## src/rtl/simple_spi_slave_pkg.sv

```systemverilog
`default_nettype none
// simple_spi_slave_pkg: register map, bit indices and engine state encoding
// shared by the SPI responder and its FIFO.
package simple_spi_slave_pkg;

  localparam logic [1:0] ADR_SPCR = 2'd0;
  localparam logic [1:0] ADR_SPSR = 2'd1;
  localparam logic [1:0] ADR_SPDR = 2'd2;
  localparam logic [1:0] ADR_RSVD = 2'd3;

  localparam int SPCR_SPIE = 7;
  localparam int SPCR_SPE  = 6;
  localparam int SPCR_CPOL = 3;
  localparam int SPCR_CPHA = 2;

  localparam int SPSR_SPIF = 7;
  localparam int SPSR_WCOL = 6;
  localparam int SPSR_UNDR = 5;
  localparam int SPSR_ROVR = 4;

  localparam int DEFAULT_FIFO_DEPTH = 4;

  typedef enum logic [0:0] {
    IDLE  = 1'b0,
    SHIFT = 1'b1
  } spi_state_e;

endpackage
`default_nettype wire

```

## src/rtl/simple_spi_slave_if.sv

```systemverilog
`default_nettype none
// simple_spi_slave_if: Wishbone register bus plus SPI pins of the responder.
interface simple_spi_slave_if;
  logic [1:0] adr_i;
  logic [7:0] dat_i;
  logic       we_i;
  logic       stb_i;
  logic       cyc_i;
  logic       ack_o;
  logic [7:0] dat_o;
  logic       inta_o;
  logic       sck_i;
  logic       ss_n_i;
  logic       mosi_i;
  logic       miso_o;

  modport slave (
    input  adr_i, dat_i, we_i, stb_i, cyc_i, sck_i, ss_n_i, mosi_i,
    output ack_o, dat_o, inta_o, miso_o
  );

  modport master (
    output adr_i, dat_i, we_i, stb_i, cyc_i, sck_i, ss_n_i, mosi_i,
    input  ack_o, dat_o, inta_o, miso_o
  );
endinterface
`default_nettype wire

```

## src/rtl/spi_slave_fifo.sv

```systemverilog
`default_nettype none
// spi_slave_fifo: 8-bit synchronous FIFO with flush; a push into a full FIFO
// succeeds when a pop happens in the same cycle.
module spi_slave_fifo #(
  parameter int DEPTH = 4
) (
  input  logic       clk_i,
  input  logic       rst_i,
  input  logic       push,
  input  logic       pop,
  input  logic       flush,
  input  logic [7:0] din,
  output logic       full,
  output logic       empty,
  output logic [7:0] head
);
  localparam int AW = (DEPTH > 1) ? $clog2(DEPTH) : 1;
  localparam logic [AW:0] CNT_FULL = (AW+1)'(DEPTH);

  logic [7:0]    mem [DEPTH];
  logic [AW-1:0] wr_ptr;
  logic [AW-1:0] rd_ptr;
  logic [AW:0]   count;
  logic          do_push;
  logic          do_pop;

  assign do_pop  = pop & (count != '0);
  assign do_push = push & ((count != CNT_FULL) | do_pop);

  always_ff @(posedge clk_i or posedge rst_i) begin
    if (rst_i) begin
      wr_ptr <= '0;
      rd_ptr <= '0;
      count  <= '0;
    end else if (flush) begin
      wr_ptr <= '0;
      rd_ptr <= '0;
      count  <= '0;
    end else begin
      if (do_push) wr_ptr <= wr_ptr + AW'(1);
      if (do_pop)  rd_ptr <= rd_ptr + AW'(1);
      count <= count + (AW+1)'(do_push) - (AW+1)'(do_pop);
    end
  end

  always_ff @(posedge clk_i) begin
    if (do_push && !flush) mem[wr_ptr] <= din;
  end

  assign full  = (count == CNT_FULL);
  assign empty = (count == '0);
  assign head  = mem[rd_ptr];
endmodule
`default_nettype wire

```

## src/rtl/simple_spi_slave.sv

```systemverilog
`default_nettype none
// simple_spi_slave: oversampled SPI responder with TX/RX FIFOs behind an
// 8-bit Wishbone register interface.
module simple_spi_slave
  import simple_spi_slave_pkg::*;
#(
  parameter int FIFO_DEPTH  = DEFAULT_FIFO_DEPTH,
  parameter int SYNC_STAGES = 2
) (
  input logic                clk_i,
  input logic                rst_i,
  simple_spi_slave_if.slave  bus
);
  logic       spie, spe, cpol, cpha;
  logic       spif, wcol, undr, rovr;
  logic       ack_q;
  logic [7:0] dat_q;
  logic [7:0] rd_data;

  // Bit order inside each stage: {mosi, ss_n, sck}
  logic [2:0] sync_q [SYNC_STAGES];
  logic       sck_s, ss_s, mosi_s, sck_d, ss_d;
  logic       lead_edge, trail_edge, sample_edge, shift_edge, ss_fall, ss_rise;

  spi_state_e state, state_nxt;
  logic [2:0] cnt, cnt_nxt;
  logic [7:0] tx_sr, tx_sr_nxt;
  logic [6:0] rx_sr, rx_sr_nxt;
  logic [7:0] rx_byte;
  logic       load_byte, eng_tx_pop, eng_rx_push, set_spif, set_undr;

  logic       bus_req, wr, rd, cpu_push, cpu_pop;
  logic       tx_full, tx_empty, rx_full, rx_empty;
  logic [7:0] tx_head, rx_head;
  logic [3:0] w1c;

  always_ff @(posedge clk_i or posedge rst_i) begin
    if (rst_i) begin
      for (int i = 0; i < SYNC_STAGES; i++) sync_q[i] <= 3'b010;
      sck_d <= 1'b0;
      ss_d  <= 1'b1;
    end else begin
      sync_q[0] <= {bus.mosi_i, bus.ss_n_i, bus.sck_i};
      for (int i = 1; i < SYNC_STAGES; i++) sync_q[i] <= sync_q[i-1];
      sck_d <= sck_s;
      ss_d  <= ss_s;
    end
  end

  assign sck_s       = sync_q[SYNC_STAGES-1][0];
  assign ss_s        = sync_q[SYNC_STAGES-1][1];
  assign mosi_s      = sync_q[SYNC_STAGES-1][2];
  assign lead_edge   = cpol ? (~sck_s & sck_d) : (sck_s & ~sck_d);
  assign trail_edge  = cpol ? (sck_s & ~sck_d) : (~sck_s & sck_d);
  assign sample_edge = cpha ? trail_edge : lead_edge;
  assign shift_edge  = cpha ? lead_edge : trail_edge;
  assign ss_fall     = ~ss_s & ss_d;
  assign ss_rise     = ss_s & ~ss_d;
  assign rx_byte     = {rx_sr, mosi_s};

  always_ff @(posedge clk_i or posedge rst_i) begin
    if (rst_i) begin
      state <= IDLE;
      cnt   <= '0;
      tx_sr <= '0;
      rx_sr <= '0;
    end else begin
      state <= state_nxt;
      cnt   <= cnt_nxt;
      tx_sr <= tx_sr_nxt;
      rx_sr <= rx_sr_nxt;
    end
  end

  // A shift edge at bit count 0 is skipped: the freshly loaded MSB is already
  // on miso (CPHA=0 trailing edge after byte end, CPHA=1 first leading edge).
  always_comb begin
    state_nxt   = state;
    cnt_nxt     = cnt;
    tx_sr_nxt   = tx_sr;
    rx_sr_nxt   = rx_sr;
    load_byte   = 1'b0;
    eng_tx_pop  = 1'b0;
    eng_rx_push = 1'b0;
    set_spif    = 1'b0;
    set_undr    = 1'b0;
    if (!spe) begin
      state_nxt = IDLE;
      cnt_nxt   = '0;
    end else begin
      case (state)
        IDLE: if (ss_fall) begin
          state_nxt = SHIFT;
          cnt_nxt   = '0;
          load_byte = 1'b1;
        end
        SHIFT: if (ss_rise) begin
          state_nxt = IDLE;
          cnt_nxt   = '0;
        end else if (sample_edge) begin
          rx_sr_nxt = rx_byte[6:0];
          cnt_nxt   = cnt + 3'd1;
          if (cnt == 3'd7) begin
            eng_rx_push = 1'b1;
            set_spif    = 1'b1;
            load_byte   = 1'b1;
          end
        end else if (shift_edge && cnt != 3'd0) begin
          tx_sr_nxt = {tx_sr[6:0], 1'b0};
        end
        default: state_nxt = IDLE;
      endcase
    end
    if (load_byte) begin
      tx_sr_nxt  = tx_empty ? 8'h00 : tx_head;
      eng_tx_pop = ~tx_empty;
      set_undr   = tx_empty;
    end
  end

  assign bus_req  = bus.cyc_i & bus.stb_i & ~ack_q;
  assign wr       = bus_req & bus.we_i;
  assign rd       = bus_req & ~bus.we_i;
  assign cpu_push = wr & (bus.adr_i == ADR_SPDR);
  assign cpu_pop  = rd & (bus.adr_i == ADR_SPDR) & ~rx_empty;
  assign w1c      = (wr && bus.adr_i == ADR_SPSR) ? bus.dat_i[7:4] : 4'b0000;

  spi_slave_fifo #(.DEPTH(FIFO_DEPTH)) u_tx_fifo (
    .clk_i(clk_i), .rst_i(rst_i), .push(cpu_push), .pop(eng_tx_pop),
    .flush(~spe), .din(bus.dat_i), .full(tx_full), .empty(tx_empty), .head(tx_head)
  );

  spi_slave_fifo #(.DEPTH(FIFO_DEPTH)) u_rx_fifo (
    .clk_i(clk_i), .rst_i(rst_i), .push(eng_rx_push), .pop(cpu_pop),
    .flush(~spe), .din(rx_byte), .full(rx_full), .empty(rx_empty), .head(rx_head)
  );

  always_comb begin
    rd_data = 8'h00;
    case (bus.adr_i)
      ADR_SPCR: rd_data = {spie, spe, 2'b00, cpol, cpha, 2'b00};
      ADR_SPSR: rd_data = {spif, wcol, undr, rovr, tx_full, tx_empty, rx_full, rx_empty};
      ADR_SPDR: rd_data = rx_empty ? 8'h00 : rx_head;
      default:  rd_data = 8'h00;
    endcase
  end

  // Flag sets take priority over a same-cycle write-1-to-clear.
  always_ff @(posedge clk_i or posedge rst_i) begin
    if (rst_i) begin
      {spie, spe, cpol, cpha} <= 4'b0000;
      {spif, wcol, undr, rovr} <= 4'b0000;
      ack_q <= 1'b0;
      dat_q <= 8'h00;
    end else begin
      ack_q <= bus_req;
      if (wr && bus.adr_i == ADR_SPCR)
        {spie, spe, cpol, cpha} <= {bus.dat_i[SPCR_SPIE], bus.dat_i[SPCR_SPE],
                                    bus.dat_i[SPCR_CPOL], bus.dat_i[SPCR_CPHA]};
      spif <= (spif & ~w1c[SPSR_SPIF-4]) | set_spif;
      wcol <= (wcol & ~w1c[SPSR_WCOL-4]) | (cpu_push & tx_full & ~eng_tx_pop);
      undr <= (undr & ~w1c[SPSR_UNDR-4]) | set_undr;
      rovr <= (rovr & ~w1c[SPSR_ROVR-4]) | (eng_rx_push & rx_full & ~cpu_pop);
      if (rd) dat_q <= rd_data;
    end
  end

  assign bus.ack_o  = ack_q;
  assign bus.dat_o  = dat_q;
  assign bus.inta_o = spie & spif;
  assign bus.miso_o = (state == SHIFT) && spe && tx_sr[7];
endmodule
`default_nettype wire

```

## src/flat_wrapper.sv

```systemverilog
// flat-port wrapper written by rule: the top's interface ports become plain ports
module simple_spi_slave_flat import simple_spi_slave_pkg::*;
#(
  parameter int FIFO_DEPTH  = DEFAULT_FIFO_DEPTH,
  parameter int SYNC_STAGES = 2
)
  (clk_i, rst_i, bus_adr_i, bus_dat_i, bus_we_i, bus_stb_i, bus_cyc_i, bus_sck_i, bus_ss_n_i, bus_mosi_i, bus_ack_o, bus_dat_o, bus_inta_o, bus_miso_o);
  simple_spi_slave_if bus_i ();
  input logic clk_i;
  input logic rst_i;
  input wire logic [$bits(bus_i.adr_i)-1:0] bus_adr_i;
  input wire logic [$bits(bus_i.dat_i)-1:0] bus_dat_i;
  input wire logic [$bits(bus_i.we_i)-1:0] bus_we_i;
  input wire logic [$bits(bus_i.stb_i)-1:0] bus_stb_i;
  input wire logic [$bits(bus_i.cyc_i)-1:0] bus_cyc_i;
  input wire logic [$bits(bus_i.sck_i)-1:0] bus_sck_i;
  input wire logic [$bits(bus_i.ss_n_i)-1:0] bus_ss_n_i;
  input wire logic [$bits(bus_i.mosi_i)-1:0] bus_mosi_i;
  output wire logic [$bits(bus_i.ack_o)-1:0] bus_ack_o;
  output wire logic [$bits(bus_i.dat_o)-1:0] bus_dat_o;
  output wire logic [$bits(bus_i.inta_o)-1:0] bus_inta_o;
  output wire logic [$bits(bus_i.miso_o)-1:0] bus_miso_o;
  assign bus_i.adr_i = bus_adr_i;
  assign bus_i.dat_i = bus_dat_i;
  assign bus_i.we_i = bus_we_i;
  assign bus_i.stb_i = bus_stb_i;
  assign bus_i.cyc_i = bus_cyc_i;
  assign bus_i.sck_i = bus_sck_i;
  assign bus_i.ss_n_i = bus_ss_n_i;
  assign bus_i.mosi_i = bus_mosi_i;
  assign bus_ack_o = bus_i.ack_o;
  assign bus_dat_o = bus_i.dat_o;
  assign bus_inta_o = bus_i.inta_o;
  assign bus_miso_o = bus_i.miso_o;
  simple_spi_slave #(.FIFO_DEPTH(FIFO_DEPTH), .SYNC_STAGES(SYNC_STAGES)) u_core (.clk_i(clk_i), .rst_i(rst_i), .bus(bus_i));
endmodule
```

## config.mk

```make
export PLATFORM = sky130hd
export DESIGN_NAME = simple_spi_slave_flat
export DESIGN_NICKNAME = d
export VERILOG_FILES = /design/src/rtl/simple_spi_slave_pkg.sv /design/src/rtl/simple_spi_slave_if.sv /design/src/rtl/spi_slave_fifo.sv /design/src/rtl/simple_spi_slave.sv /design/src/flat_wrapper.sv
export SDC_FILE = /design/constraint.sdc
export NUM_CORES = 1
export LEC_CHECK = 0
export ABC_AREA = 1
export CORE_MARGIN = 2
export CORE_UTILIZATION = 50
export DETAILED_ROUTE_END_ITERATION = 10
export DONT_BUFFER_PORTS = 1
export PLACE_DENSITY = 0.75
export SLEW_MARGIN = 15
export SYNTH_ARGS = -nofsm -noshare
export SYNTH_HDL_FRONTEND = slang
export SYNTH_SLANG_ARGS = --single-unit
```

## constraint.sdc

```tcl
create_clock -name clk_i -period 3 [get_ports clk_i]
set_input_delay 0.3 -clock clk_i [delete_from_list [all_inputs] [get_ports clk_i]]
set_output_delay 0.3 -clock clk_i [all_outputs]
set_load 0.01 [all_outputs]
```

# Yosys cells after proc, flatten, opt, wreduce, memory -nomap -nowiden

Memory sizes are Yosys's and may differ from the RTL's.
Index checks and enable logic that the tools add are counted.

Add/subtract/negate cells: 9
Reductions and logical operators: 19
Mux-type cells: 46
Bitwise logic cells: 46
Eq/ne operators: 15

Operator list:

| kind                                        | count |
|---|---|
| 2-to-1 mux 8 bit                            | 8 |
| bitwise AND 1 bit                           | 24 |
| case mux 8 bit (3 select lines)             | 1 |
| 2-to-1 mux 1 bit                            | 19 |
| 2-to-1 mux 3 bit                            | 6 |
| 2-to-1 mux 2 bit                            | 8 |
| NOT 1 bit                                   | 16 |
| != test 2 bit, second input constant        | 6 |
| == test 3 bit, second input constant        | 3 |
| != test 3 bit, second input constant        | 3 |
| nonzero test 3 bit                          | 3 |
| adder 2 x 1 -> 2 bit, second input constant | 4 |
| logical AND 1 bit                           | 7 |
| adder 3 x 1 -> 3 bit                        | 2 |
| zero test 3 bit                             | 2 |
| bitwise OR 1 bit                            | 6 |
| case mux 3 bit (2 select lines)             | 1 |
| nonzero test 2 bit                          | 3 |
| subtractor 3 x 1 -> 3 bit                   | 2 |
| AND reduction 5 bit                         | 1 |
| 2-to-1 mux 4 bit                            | 1 |
| != test 4 bit, second input constant        | 1 |
| case mux 1 bit (2 select lines)             | 2 |
| AND reduction 4 bit                         | 1 |
| other kinds (5)                             | 5 |

Bits in writable memories: 64
Bits in registers: 58
Logic and storage cells: 161
Input port bits: 18
Memories kept: 2
Output and inout bits: 11

Memories:

| memory               | words | width | rd ports | clocked after memory_dff | write ports | RTL line             | source |
|---|---|---|---|---|---|---|---|
| u_core.u_rx_fifo.mem | 4     | 8     | 1        | 0                        | 1           | spi_slave_fifo.sv:20 | `logic [7:0] mem [DEPTH];` |
| u_core.u_tx_fifo.mem | 4     | 8     | 1        | 0                        | 1           | spi_slave_fifo.sv:20 |  |

# Depth between registers and ports, before layout

Depth in word-level cells: 15
Depth in mapped cells: 15
Depth with buffers taken out: 15

# Cells and area by module

A second synthesis with hierarchy kept.

Cell total of the unflattened synthesis: 535
Area, all modules: 5645.4 um2

Modules (own cells, without submodules):

| module           | area each (um2) | cells an instance | instances | sequential area each (um2) |
|---|---|---|---|---|
| spi_slave_fifo   | 1751.7          | 141               | 2         | 1136.1 |
| simple_spi_slave | 2142.1          | 253               | 1         | 1104.8 |

# Least setup slack after synthesis

No wires, ideal clock.

Kind: flip-flop to flip-flop
From: reg u_core.sync_q, in the netlist u_core.ss_s
To: reg u_core.u_tx_fifo.count[2]
Cell stages (with the launch flop): 15
Setup time: 118 ps
Period minus slack after synthesis: 2149 ps
Setup slack: 851 ps
Required time: 2882 ps
Data arrival time: 2031 ps
Path through: dfstp_2 inv_1 nor2_1 nor2_4 nand4_2 nand2_2 buf_6 nand2_4 nand3_1 nand2_1 ha_1 inv_1 fa_1 xor2_1 nor2_1

Cells in the longest elaborated chain, start to end: 12

Ends and longest elaborated chain:

| element                           | RTL line                | source |
|---|---|---|
| start: declaration                | simple_spi_slave.sv:21  | `logic [2:0] sync_q [SYNC_STAGES];` |
| NOT 1 bit                         | simple_spi_slave.sv:57  | `assign ss_fall = ~ss_s & ss_d;` |
| bitwise AND 1 bit                 | simple_spi_slave.sv:57  |  |
| 2-to-1 mux 1 bit                  | simple_spi_slave.sv:92  | `IDLE: if (ss_fall) begin` |
| case mux 1 bit (2 select lines) * | simple_spi_slave.sv:91  | `case (state)` |
| 2-to-1 mux 1 bit *                | simple_spi_slave.sv:87  | `if (!spe) begin` |
| 2-to-1 mux 1 bit *                | simple_spi_slave.sv:114 | `if (load_byte) begin` |
| bitwise AND 1 bit *               | spi_slave_fifo.sv:27    | `assign do_pop = pop & (count != '0);` |
| bitwise OR 1 bit                  | spi_slave_fifo.sv:28    | `assign do_push = push & ((count != CNT_FULL) \| do_pop);` |
| bitwise AND 1 bit                 | spi_slave_fifo.sv:28    |  |
| adder 3 x 1 -> 3 bit              | spi_slave_fifo.sv:42    | `count <= count + (AW+1)'(do_push) - (AW+1)'(do_pop);` |
| subtractor 3 x 1 -> 3 bit *       | spi_slave_fifo.sv:42    |  |
| 2-to-1 mux 3 bit *                | spi_slave_fifo.sv:35    | `end else if (flush) begin` |
| end signal: assignment            | spi_slave_fifo.sv:42    |  |
| end: declaration                  | spi_slave_fifo.sv:23    | `logic [AW:0] count;` |

Mark *: on every way between the ends. The rest lies on a longest branch, timed or not.
A chain may end at the register's enable or synchronous reset.

# Worst setup path in the final report

From: reg u_core.sync_q, in the netlist u_core.sck_s
To: reg u_core.u_tx_fifo.count[2]

Cells in the longest elaborated chain, start to end: 15

Ends and longest elaborated chain:

| element                                    | RTL line                                       | source |
|---|---|---|
| NOT 1 bit                                  | simple_spi_slave.sv:53, simple_spi_slave.sv:54 |  |
| bitwise AND 1 bit                          | simple_spi_slave.sv:53, simple_spi_slave.sv:54 |  |
| 2-to-1 mux 1 bit, on equally long branches | simple_spi_slave.sv:53, simple_spi_slave.sv:54 |  |
| 2-to-1 mux 1 bit *                         | simple_spi_slave.sv:55                         | `assign sample_edge = cpha ? trail_edge : lead_edge;` |
| 2-to-1 mux 1 bit *                         | simple_spi_slave.sv:100                        | `end else if (sample_edge) begin` |
| 2-to-1 mux 1 bit *                         | simple_spi_slave.sv:97                         | `SHIFT: if (ss_rise) begin` |
| case mux 1 bit (2 select lines) *          | simple_spi_slave.sv:91                         |  |
| 2-to-1 mux 1 bit *                         | simple_spi_slave.sv:87                         |  |
| 2-to-1 mux 1 bit *                         | simple_spi_slave.sv:114                        |  |
| bitwise AND 1 bit *                        | spi_slave_fifo.sv:27                           |  |
| bitwise OR 1 bit                           | spi_slave_fifo.sv:28                           |  |
| bitwise AND 1 bit                          | spi_slave_fifo.sv:28                           |  |
| adder 3 x 1 -> 3 bit                       | spi_slave_fifo.sv:42                           |  |
| subtractor 3 x 1 -> 3 bit *                | spi_slave_fifo.sv:42                           |  |
| 2-to-1 mux 3 bit *                         | spi_slave_fifo.sv:35                           |  |

Marks and branches as above.

==> out/qor.yml <==
start_util_pct: 51.8
avgSynthCellArea_um2: 10.3
cts_tree: "yes"
grt_pass1_wl_mm: 19.5
clock_path_buffers: 2
power_frac_comb_pct: 4.6
crit_type: "register to register"
vias_per_cell: 5.49
ios: 29
grt_setup_unrepaired: "no"
netlist_area_um2: 5380
syn_nets: 557
async_reset_ff_share_pct: 47.5
overflow: 0
clkPwrFrac_pct: 49.7
worstHoldPathCells: 3
grtUsageTotal_pct: 22.3
netlist.area_leader.share_pct: 35.8
cp_max_fo: 13
synth-main-ff-cell: "edfxtp_1"
p_per_area_nw_per_um2: 649
maxCapViolations: 0
synth_edf_count: 64
crit_path_end_kind: "register"
min_period_over_period_pct: 87.0
synth-seq-area-share_pct: 62.8
postCtsSetupBuffers: 0
wl_per_cell_um: 17.1
grt_pass1_vias: 3914
drc_errors: 0
area_delta_synth_final_pct: 16.6
p_int_w: 0.00314
worst-r2r-cell-count: 12
fin_crit_ns: 2.61
tns_ns: 0
finalHoldViolCount: 0
critPathArrivalTime_ns: 3.01
syn_inst: 524
clockRootBuffer: "clkbuf_8"
holdCritPathClass: "input port to register"
grt_start_max_net_pins: 38
whs_endpoint: "u_core.undr"
clock_latency_ns: 0.52
die_height_um: 108
rr_startpoint: "u_core.sck_s"
synth_area_leader_cell: "edfxtp_1"
diodes: 0
htree_levels: 4
ys_seq_elements: 122
yosysWarnings: 0
drt_wl_total_mm: 12.0
placeableCoreArea_um2: 10400
clock_sinks: 122
outcome: "finished clean"
p_sw_share_pct: 22.9
netlist-cell-type-count: 34
ff2ff_setup_slack_ns: 0.39
route.vias.total: 3856
max-vdd-ir-drop_uv: 352
ant_nets: 0
synthTopCellsByCount: "nand2_1 (104), edfxtp_1 (64), nor2_1 (64), dfrtp_1 (55), o21ai_0 (53)"
max_freq_ghz: 0.383
place_area_um2: 5540
gp_congestion: 0.885
finalClockSkew_ns: 0.00714
drtIter0Drc: 203
dp_hpwl_mm: 7.75
cts-hold-fix-buffers: 14
ctsResizeCount: 0
nets: 587
dieArea_um2: 11600
drv_slew: 0
critPathLaunchType: "register"
core.rowCount: 37
antenna_found_initial: 0
p_leak_nw: 2.73
seqPwrFrac_pct: 45.7
reg2reg_to: "u_core.u_tx_fifo.count[2]"
port-buffer-count: 0
fillers: 805
synth_most_common_cell: "nand2_1"
cts-buffers-inserted: 17
final-setup-viol-count: 0
yosys-top-cells-area: "edfxtp_1 (36%), dfrtp_1 (26%), nand2_1 (7.3%)"
required_ns: 3.40
final_area_um2: 6270
slew_headroom_pct: 44.9
first_pass_iters: 5
worst_pin_slew_ns: 0.825
layout-drive-gt1-share_pct: 11.8
p_sw_w: 0.000932
die_width_um: 108
cts.clk_slew.worst_paths_ns: 0.06
min_from: "bus_dat_i[5]"
## layer usage
metal	track usage [%]	vias to the layer above	share of wire, %
li1	-	1812	-
met1	26.8	1892	41
met2	38.9	134	52
met3	4.48	18	5.8
met4	9.62	0	1.7
met5	0	-	0
## layout make-up
class                           count  area [µm²]  area share (%)
Timing Repair Buffer               24         215            3.43
Sequential cell                   122        3380            53.9
Clock buffer                       18         418            6.67
Inverter                           53         201            3.21
Tap cell                          136         170            2.72
Multi-Input combinational cell    336        1720            27.4
Clock inverter                     14         169            2.70
## layout by cell type (no fill, tap or decap), types with 4 or more instances in the layout
cell type	instances
o21ai_0	53
inv_1	46
ha_1	13
dfrtp_1	55
nand2_2	6
clkbuf_16	16
nand2_1	104
edfxtp_1	64
buf_4	10
nand3_1	38
inv_2	6
nor2_1	64
nor2_4	4
a21oi_1	25
o22ai_1	4
inv_6	4
dlygate4sd3_1	14
## worst max-delay path: stages (launching register included)
cell     delay (ns)
dfrtp_1        0.41
inv_1          0.10
nand3_1        0.09
nand3_1        0.15
nand4_2        0.38
nand2_2        0.36
nand3_1        0.14
nand2_1        0.09
ha_1           0.13
inv_1          0.05
fa_1           0.37
xor2_1         0.17
nor2_1         0.06
## flip-flops by register name (all words and copies together), names as in the netlist, 3 cells and up
| signal | flops |
|---|---|
| u_core.bus.dat_o | 8 |
| u_core.cnt | 3 |
| u_core.rx_sr | 7 |
| u_core.sync_q | 3 |
| u_core.tx_sr | 8 |
| u_core.u_rx_fifo.count | 3 |
| u_core.u_rx_fifo.mem | 32 |
| u_core.u_tx_fifo.count | 3 |
| u_core.u_tx_fifo.mem | 32 |
## worst max path at each step
stage / end / from / slack, ns
5_1_grt: u_core.u_tx_fifo.count[2] / u_core.sck_s / 0.19
3_3_place_gp: u_core.u_tx_fifo.count[2] / u_core.ss_d / 0.53
4_1_cts: u_core.u_tx_fifo.count[2] / u_core.sck_s / 0.40
6_report: u_core.u_tx_fifo.count[2] / u_core.sck_s / 0.39
3_5_place_dp: u_core.u_tx_fifo.count[2] / u_core.sck_s / 0.42
2_1_floorplan: u_core.u_tx_fifo.count[2] / u_core.ss_s / 0.85
## power groups by stage
stage,logic [W],clock network (W),registers (W)
after CTS,0.000186,0.00203,0.00186
final,0.000186,0.00202,0.00186
after floorplan,0.000130,0,0.00188
after global placement,0.000156,0,0.00189
after detailed placement,0.000164,0,0.00189
after global routing,0.000210,0.00211,0.00186
## logic make-up (layout without fill, tap and decap cells)
group	count (synthesis)	after routing	synth area share (%)
and+or+nand+nor	229	229	19.0
buffers and inverters	66	109	5.24
AOI/OAI and AO/OA	87	87	8.38
xor gates and xnor gates	5	5	0.815
DFF	122	122	62.8
adders and majority gates	15	15	3.77
## stage by stage
stage	hold WS, ns	total power [W]	utilization (%)	std cells	setup WS, ns
finish	0.0497	0.00407	60.4	703	0.389
CTS	0.0288	0.00408	60.4	703	0.396
detailed placement	0.305	0.00205	53.4	657	0.424
floorplan	0.304	0.00201	-	524	0.851
global route	0.0746	0.00419	60.4	703	0.190
global placement	0.305	0.00204	53.4	657	0.530
Note: power is estimated with default switching activity, not from simulation.
